### config.mk
export PLATFORM = sky130hd
export DESIGN_NAME = dual_mem_sum_sequencer
export DESIGN_NICKNAME = d
export VERILOG_FILES = /design/src/rtl/dual_mem_sum_sequencer.sv
export SDC_FILE = /design/constraint.sdc
export NUM_CORES = 1
export LEC_CHECK = 0
export BUFFER_PORTS_ARGS = -buffer_cell sky130_fd_sc_hd__buf_4
export CAP_MARGIN = 20
export CORE_MARGIN = 2
export CORE_UTILIZATION = 40
export CTS_BUF_LIST = sky130_fd_sc_hd__clkbuf_16
export DETAILED_ROUTE_END_ITERATION = 8
export MAX_ROUTING_LAYER = met4
export PLACE_DENSITY = 0.67
export SETUP_SLACK_MARGIN = 0.15
export SLEW_MARGIN = 10
export SYNTH_ARGS = -nofsm -noshare
export SYNTH_HDL_FRONTEND = slang
export SYNTH_SLANG_ARGS = --single-unit
### constraint.sdc
create_clock -name clock -period 3.4 [get_ports clock]
set_input_delay 0.68 -clock clock [delete_from_list [all_inputs] [get_ports clock]]
set_output_delay 0.68 -clock clock [all_outputs]
set_load 0.01 [all_outputs]
### src/rtl/dual_mem_sum_sequencer.sv
// Burst reader for two single-port memories; accumulates the word-wise sum.
// Optional macro SUM_SATURATE_EN: saturate sum at all-ones instead of wrapping.
module dual_mem_sum_sequencer #(
    parameter int ADDR_W    = 3,
    parameter int DATA_W    = 4,
    parameter int SUM_W     = 16,
    parameter int NUM_WORDS = 8,
    parameter int RD_LAT    = 1
) (
    input  logic              clock,
    input  logic              clear,
    input  logic              start,
    input  logic [DATA_W-1:0] dout1,
    input  logic [DATA_W-1:0] dout2,
    output logic              ena,
    output logic              wea,
    output logic [ADDR_W-1:0] address,
    output logic              busy,
    output logic              done,
    output logic [SUM_W-1:0]  sum
);

    typedef enum logic [1:0] {
        S_IDLE,
        S_READ,
        S_DRAIN,
        S_DONE
    } state_t;

    localparam logic [ADDR_W-1:0] LAST_ADDR = ADDR_W'(NUM_WORDS - 1);

    state_t            r_state;
    logic [RD_LAT:0]   r_vld;
    logic [ADDR_W-1:0] r_addr;
    logic              r_ena;
    logic              r_busy;
    logic              r_done;
    logic [SUM_W-1:0]  r_sum;

    logic [DATA_W:0]   w_pair;
    logic [SUM_W-1:0]  w_next;
    logic              w_acc;
    logic              w_last;

    assign w_pair = {1'b0, dout1} + {1'b0, dout2};

`ifdef SUM_SATURATE_EN
    logic [SUM_W:0] w_wide;
    assign w_wide = {1'b0, r_sum} + (SUM_W + 1)'(w_pair);
    assign w_next = w_wide[SUM_W] ? {SUM_W{1'b1}} : w_wide[SUM_W-1:0];
`else
    assign w_next = r_sum + SUM_W'(w_pair);
`endif

    // The oldest valid slot marks the cycle its memory word is on dout.
    assign w_acc  = r_vld[RD_LAT];
    // Last word: draining and no younger reads still in flight.
    assign w_last = w_acc && (r_state == S_DRAIN)
                    && (r_vld[RD_LAT-1:0] == '0);

    // Burst FSM, address issue, valid pipeline and accumulator.
    always_ff @(posedge clock) begin
        if (clear) begin
            r_state <= S_IDLE;
            r_vld   <= '0;
            r_addr  <= '0;
            r_ena   <= 1'b0;
            r_busy  <= 1'b0;
            r_done  <= 1'b0;
            r_sum   <= '0;
        end else begin
            r_vld <= {r_vld[RD_LAT-1:0], 1'b0};
            if (w_acc && (r_state != S_IDLE)) begin
                r_sum <= w_next;
            end
            case (r_state)
                S_IDLE: begin
                    if (start) begin
                        r_state  <= S_READ;
                        r_addr   <= '0;
                        r_ena    <= 1'b1;
                        r_busy   <= 1'b1;
                        r_sum    <= '0;
                        r_vld[0] <= 1'b1;
                    end
                end
                S_READ: begin
                    if (r_addr == LAST_ADDR) begin
                        r_state <= S_DRAIN;
                    end else begin
                        r_addr   <= r_addr + 1'b1;
                        r_vld[0] <= 1'b1;
                    end
                end
                S_DRAIN: begin
                    if (w_last) begin
                        r_state <= S_DONE;
                        r_done  <= 1'b1;
                        r_ena   <= 1'b0;
                    end
                end
                S_DONE: begin
                    r_state <= S_IDLE;
                    r_done  <= 1'b0;
                    r_busy  <= 1'b0;
                end
                default: r_state <= S_IDLE;
            endcase
        end
    end

    assign ena     = r_ena;
    assign wea     = 1'b0;
    assign address = r_addr;
    assign busy    = r_busy;
    assign done    = r_done;
    assign sum     = r_sum;

endmodule

# Word-level counts from Yosys, hierarchy flattened
# Cells that the tools add are included.
dict set report classes {
  add_sub_neg 3
  n_eq_ne 8
  n_mux 19
  bitwise 1
  reduce_logical 14
}
# op count
set ops {}
lappend ops {{$mux W16} 3}
lappend ops {{$add A16 B5 Y16} 1}
lappend ops {{$reduce_bool A2 Y1} 5}
lappend ops {{$reduce_and A3 Y1} 3}
lappend ops {{$ne A2 B2 Y1 const B} 4}
lappend ops {{$pmux W1 S2} 4}
lappend ops {{$pmux W2 S4} 1}
lappend ops {{$mux W2} 3}
lappend ops {{$mux W3} 2}
lappend ops {{$pmux W3 S2} 1}
lappend ops {{$add A4 B4 Y5} 1}
lappend ops {{$mux W1} 5}
lappend ops {{$eq A2 B2 Y1 const B} 2}
lappend ops {{$reduce_and A2 Y1} 2}
lappend ops {{$add A3 B1 Y3 const B} 1}
lappend ops {{$eq A3 B3 Y1 const B} 1}
lappend ops {{$logic_and A1 B1 Y1} 3}
lappend ops {{$eq A2 B1 Y1 const B} 1}
lappend ops {{$logic_not A2 Y1} 1}
lappend ops {{$not A1 Y1} 1}
dict set report totals {
  regBits 26
}

# Logic depth before layout (Yosys ltp)
dict set report depth {
  depth_word 5
  depth_mapped 8
}

# Worst setup path after synthesis
# OpenSTA, ideal clock, no wires.
dict set report synth_timing {
  path_type {input -> register}
  from {input dout1[1]}
  to {register r_sum[15], in the netlist sum[15]}
  t_arrival_ps 2781
  required_time_ps 3330
  slack_ps 550
  path_stages 8
  n_path_buf 0
  path_cell_list {fa_1 > ha_1 > inv_1 > fa_1 > nand2b_1 > a21o_1 > or4_1 > a21oi_1}
}
dict set report synth_between {
  elab_chain_cells 5
}
# item line
set synth_lines {}
lappend synth_lines {{start, declared} 13} ;# input logic [DATA_W-1:0] dout1,
lappend synth_lines {{$add A4 B4 Y5 (*)} 45} ;# assign w_pair = {1'b0, dout1} + {1'b0, dout2};
lappend synth_lines {{$add A16 B5 Y16 (*)} 52} ;# assign w_next = r_sum + SUM_W'(w_pair);
lappend synth_lines {{$mux W16 (*)} 73} ;# if (w_acc && (r_state != S_IDLE)) begin
lappend synth_lines {{$mux W16} 78} ;# if (start) begin
lappend synth_lines {{$mux W16 (*)} 76} ;# case (r_state)
lappend synth_lines {{end signal, assigned} 74} ;# r_sum <= w_next;
lappend synth_lines {{end, declared} 38} ;# logic [SUM_W-1:0] r_sum;
# Mark *: on every way between the ends. The rest lies on a longest branch, timed or not.
# A chain may end at the register's enable or synchronous reset.

# Worst setup path after layout
# Ends and elaborated chain as after synthesis.

==> results.md <==
- Top-Level Pins: 34
- CP Data Arrival Time: approximately 3000 ps
- CTS Buffer Depth: 2
- Design area: roughly 0.0018 sq mm
- GR Util All Layers: 18.0%
- Cell area power density: 521 mW/mm^2
- Status: finished, final reports clean
- Met2 wire len: between 1500 and 2000 microns
- DRC: 0
- Vias: 1271
- Min cycle time layout: 2870 ps
- Final period util: 84.3%
- Fmax: 349 MHz
- Startpoint Class: input pin
- Grt total ovfl: 0
- Synth Register Bits: 26
- Final Skew: 5.09 ps
- YS warnings: 0
- Setup TNS: 0 ps
- DRT antenna net count: 0
- Syn nets: ~190
- Hold Vio Cnt, Final: 0
- DR top layer: met4
- Fill cells: 347
- CP Capture Type: flip-flop
- Cts repair resizes: 0
- Mapped Cells: ~160
- First-pass DRT Iterations: 4
- Die Area: 0.00421 sq mm
- Post-CTS Setup Bufs: 0
- WP data required: ~3600 ps
- First-pass GRT wire length: 5850 microns
- CTS tree: built
- H-tree levels: 1
- Vias in the first global route: 1328
- CORE AREA: approximately 0.0036 sq mm
- Total Wirelength: about 3200 microns
- Die Wd: 64.9 microns
- Post-synth EDFFs: 0
- Worst skew pair latency: between 200 and 300 ps
- Largest net degree at the start of global routing: 14
- DR vias/cell: between 5 and 6
- Chip Height: approximately 65 microns
- Register Area: 520 sq um
- Async set or reset register ratio after synthesis: 0%
- Seq/Total Area, Yosys: 35.1%
- Worst slew pin tran: 579 ps
- Post-place instance area: 0.00175 sq mm
- Most common cell after layout, fill and taps aside: buf_4
- Yosys cell types: 41
- Setup Crit Path Kind: in2reg
- Wire per inst: approximately 13 microns
- Initial antenna violation count: 0
- Most frequent cells in the layout: buf_4, dfxtp_1, a21oi_1, nor2_1, nand2_1
- Main synth FF type: dfxtp_1
- RSZ-0062 raised after global routing: no
- Initial DRC Count: 71
- GPL Wtd Cong: between 0.9 and 1
- Area grow syn2layout: 23.3%
- Cell Area, Synth: ~0.0015 sq mm
- # diodes: 0
- Cell accounting for the most synthesized area: dfxtp_1
- Footprint of the multi-input gates: 910 sq um
- Syn Area/Cell: 9.15 sq um
- HP Class: reg2reg
- Largest cells by area after synthesis: dfxtp_1, ha_1, fa_1, a21oi_1, a211oi_1
- Worst Setup Slack, final: 533 ps
- Initial Utilization: roughly two fifths
- I/O Buffers: 32
- Yosys top cell area share: 35.1%
- Wl on met1: 1390 microns
- Endpoints failing setup: 0
- CTS root buf: clkbuf_16
- Clock sinks: 26
- # rows: 22
- Pre-CTS WS: 272 ps
- Dpl hpwl: roughly 2500 microns
- MaxCap Viol Count: 0
- Layout cells sized above 1: between 20% and 30%
- Num CTS Buffers: 3
- Met3 wire length: 175 microns
- Final slew viol count: 0
- Maximum vdd drop: 236 uV
- Hold-fix buffers, CTS: 0
- LEAKAGE: around 0.75 nW
- Slew headroom: between 60 and 70%
- Crit Path Max Fanout: 6
- Reg clk slew, reported paths: approximately 60 ps
- Nets: 220
critical path: stages:
cell and delay [ps]:
buf_4 120, fa_1 540, ha_1 200, inv_1 60
fa_1 370, nand2b_1 220, a21o_1 240, or4_1 480
a21oi_1 150
through the flow:
step / total power [mW] / utilization [%] / cells / hold slack [ps]
floorplan: 0.619 / - / 162 / 429
finish: 0.953 / 50.7 / 240 / 462
CTS: 0.964 / 50.7 / 240 / 464
detailed placement: 0.706 / 48.6 / 237 / 455
global route: 1.03 / 50.7 / 240 / 493
global placement: 0.690 / 48.6 / 237 / 438
cells in the mapped netlist (all sizes together) (3+ instances only):
cell	number
dfxtp	26
a21oi	16
nor2	14
nand2	11
ha	10
a211oi	8
inv	6
nand3	6
o21ai	6
fa	5
nand2b	5
nor2b	5
mux2i	4
a21o	3
clkbuf	3
or3	3
path summary, 6_finish.rpt:
| kind | startpoint | slack (ps) | cells after the start | endpoint |
|---|---|---|---|---|
| hold / removal | r_vld[0] | 460 | 1 | r_vld[1] |
| setup / recovery | dout1[1] | 530 | 9 | sum[15] |
| setup reg to reg | sum[1] | 790 | 8 | sum[15] |
| hold reg to reg | r_vld[0] | 460 | 1 | r_vld[1] |
state kept, by name, summed over array words and instances (netlist names):
signal   count
r_vld        2
r_state      2
busy         1
ena          1
done         1
sum         16
address      3
metal layers:
layer,GRT usage (%),up-vias
met5,-,-
met1,21.3,594
met3,3.30,2
met2,31.1,30
met4,5.59,0
li1,-,645
layout make-up:
cell class                      count  area share [%]
Inverter                            6            1.23
Timing Repair Buffer               32            13.1
Clock buffer                        3            4.11
Multi-Input combinational cell    125            49.8
Sequential cell                    26            28.5
Tap cell                           48            3.29
power breakdown:
group | switching [mW] | internal [mW]
clock network | 0.0987 | 0.156
registers | 0.0275 | 0.339
logic | 0.185 | 0.147
cell families after synthesis:
group                      count (synthesis)  synth area share [%]
DFF                                       26                  35.1
xor gates and xnor gates                   2                  1.18
and+or+nand+nor                           57                  21.3
muxes                                      4                  2.70
other                                      1                 0.253
buffers and inverters                     11                  3.54
adders and majority gates                 15                  15.2
AOI/OAI and AO/OA                         46                  20.7
No activity file was read; power rests on OpenSTA's default activity.
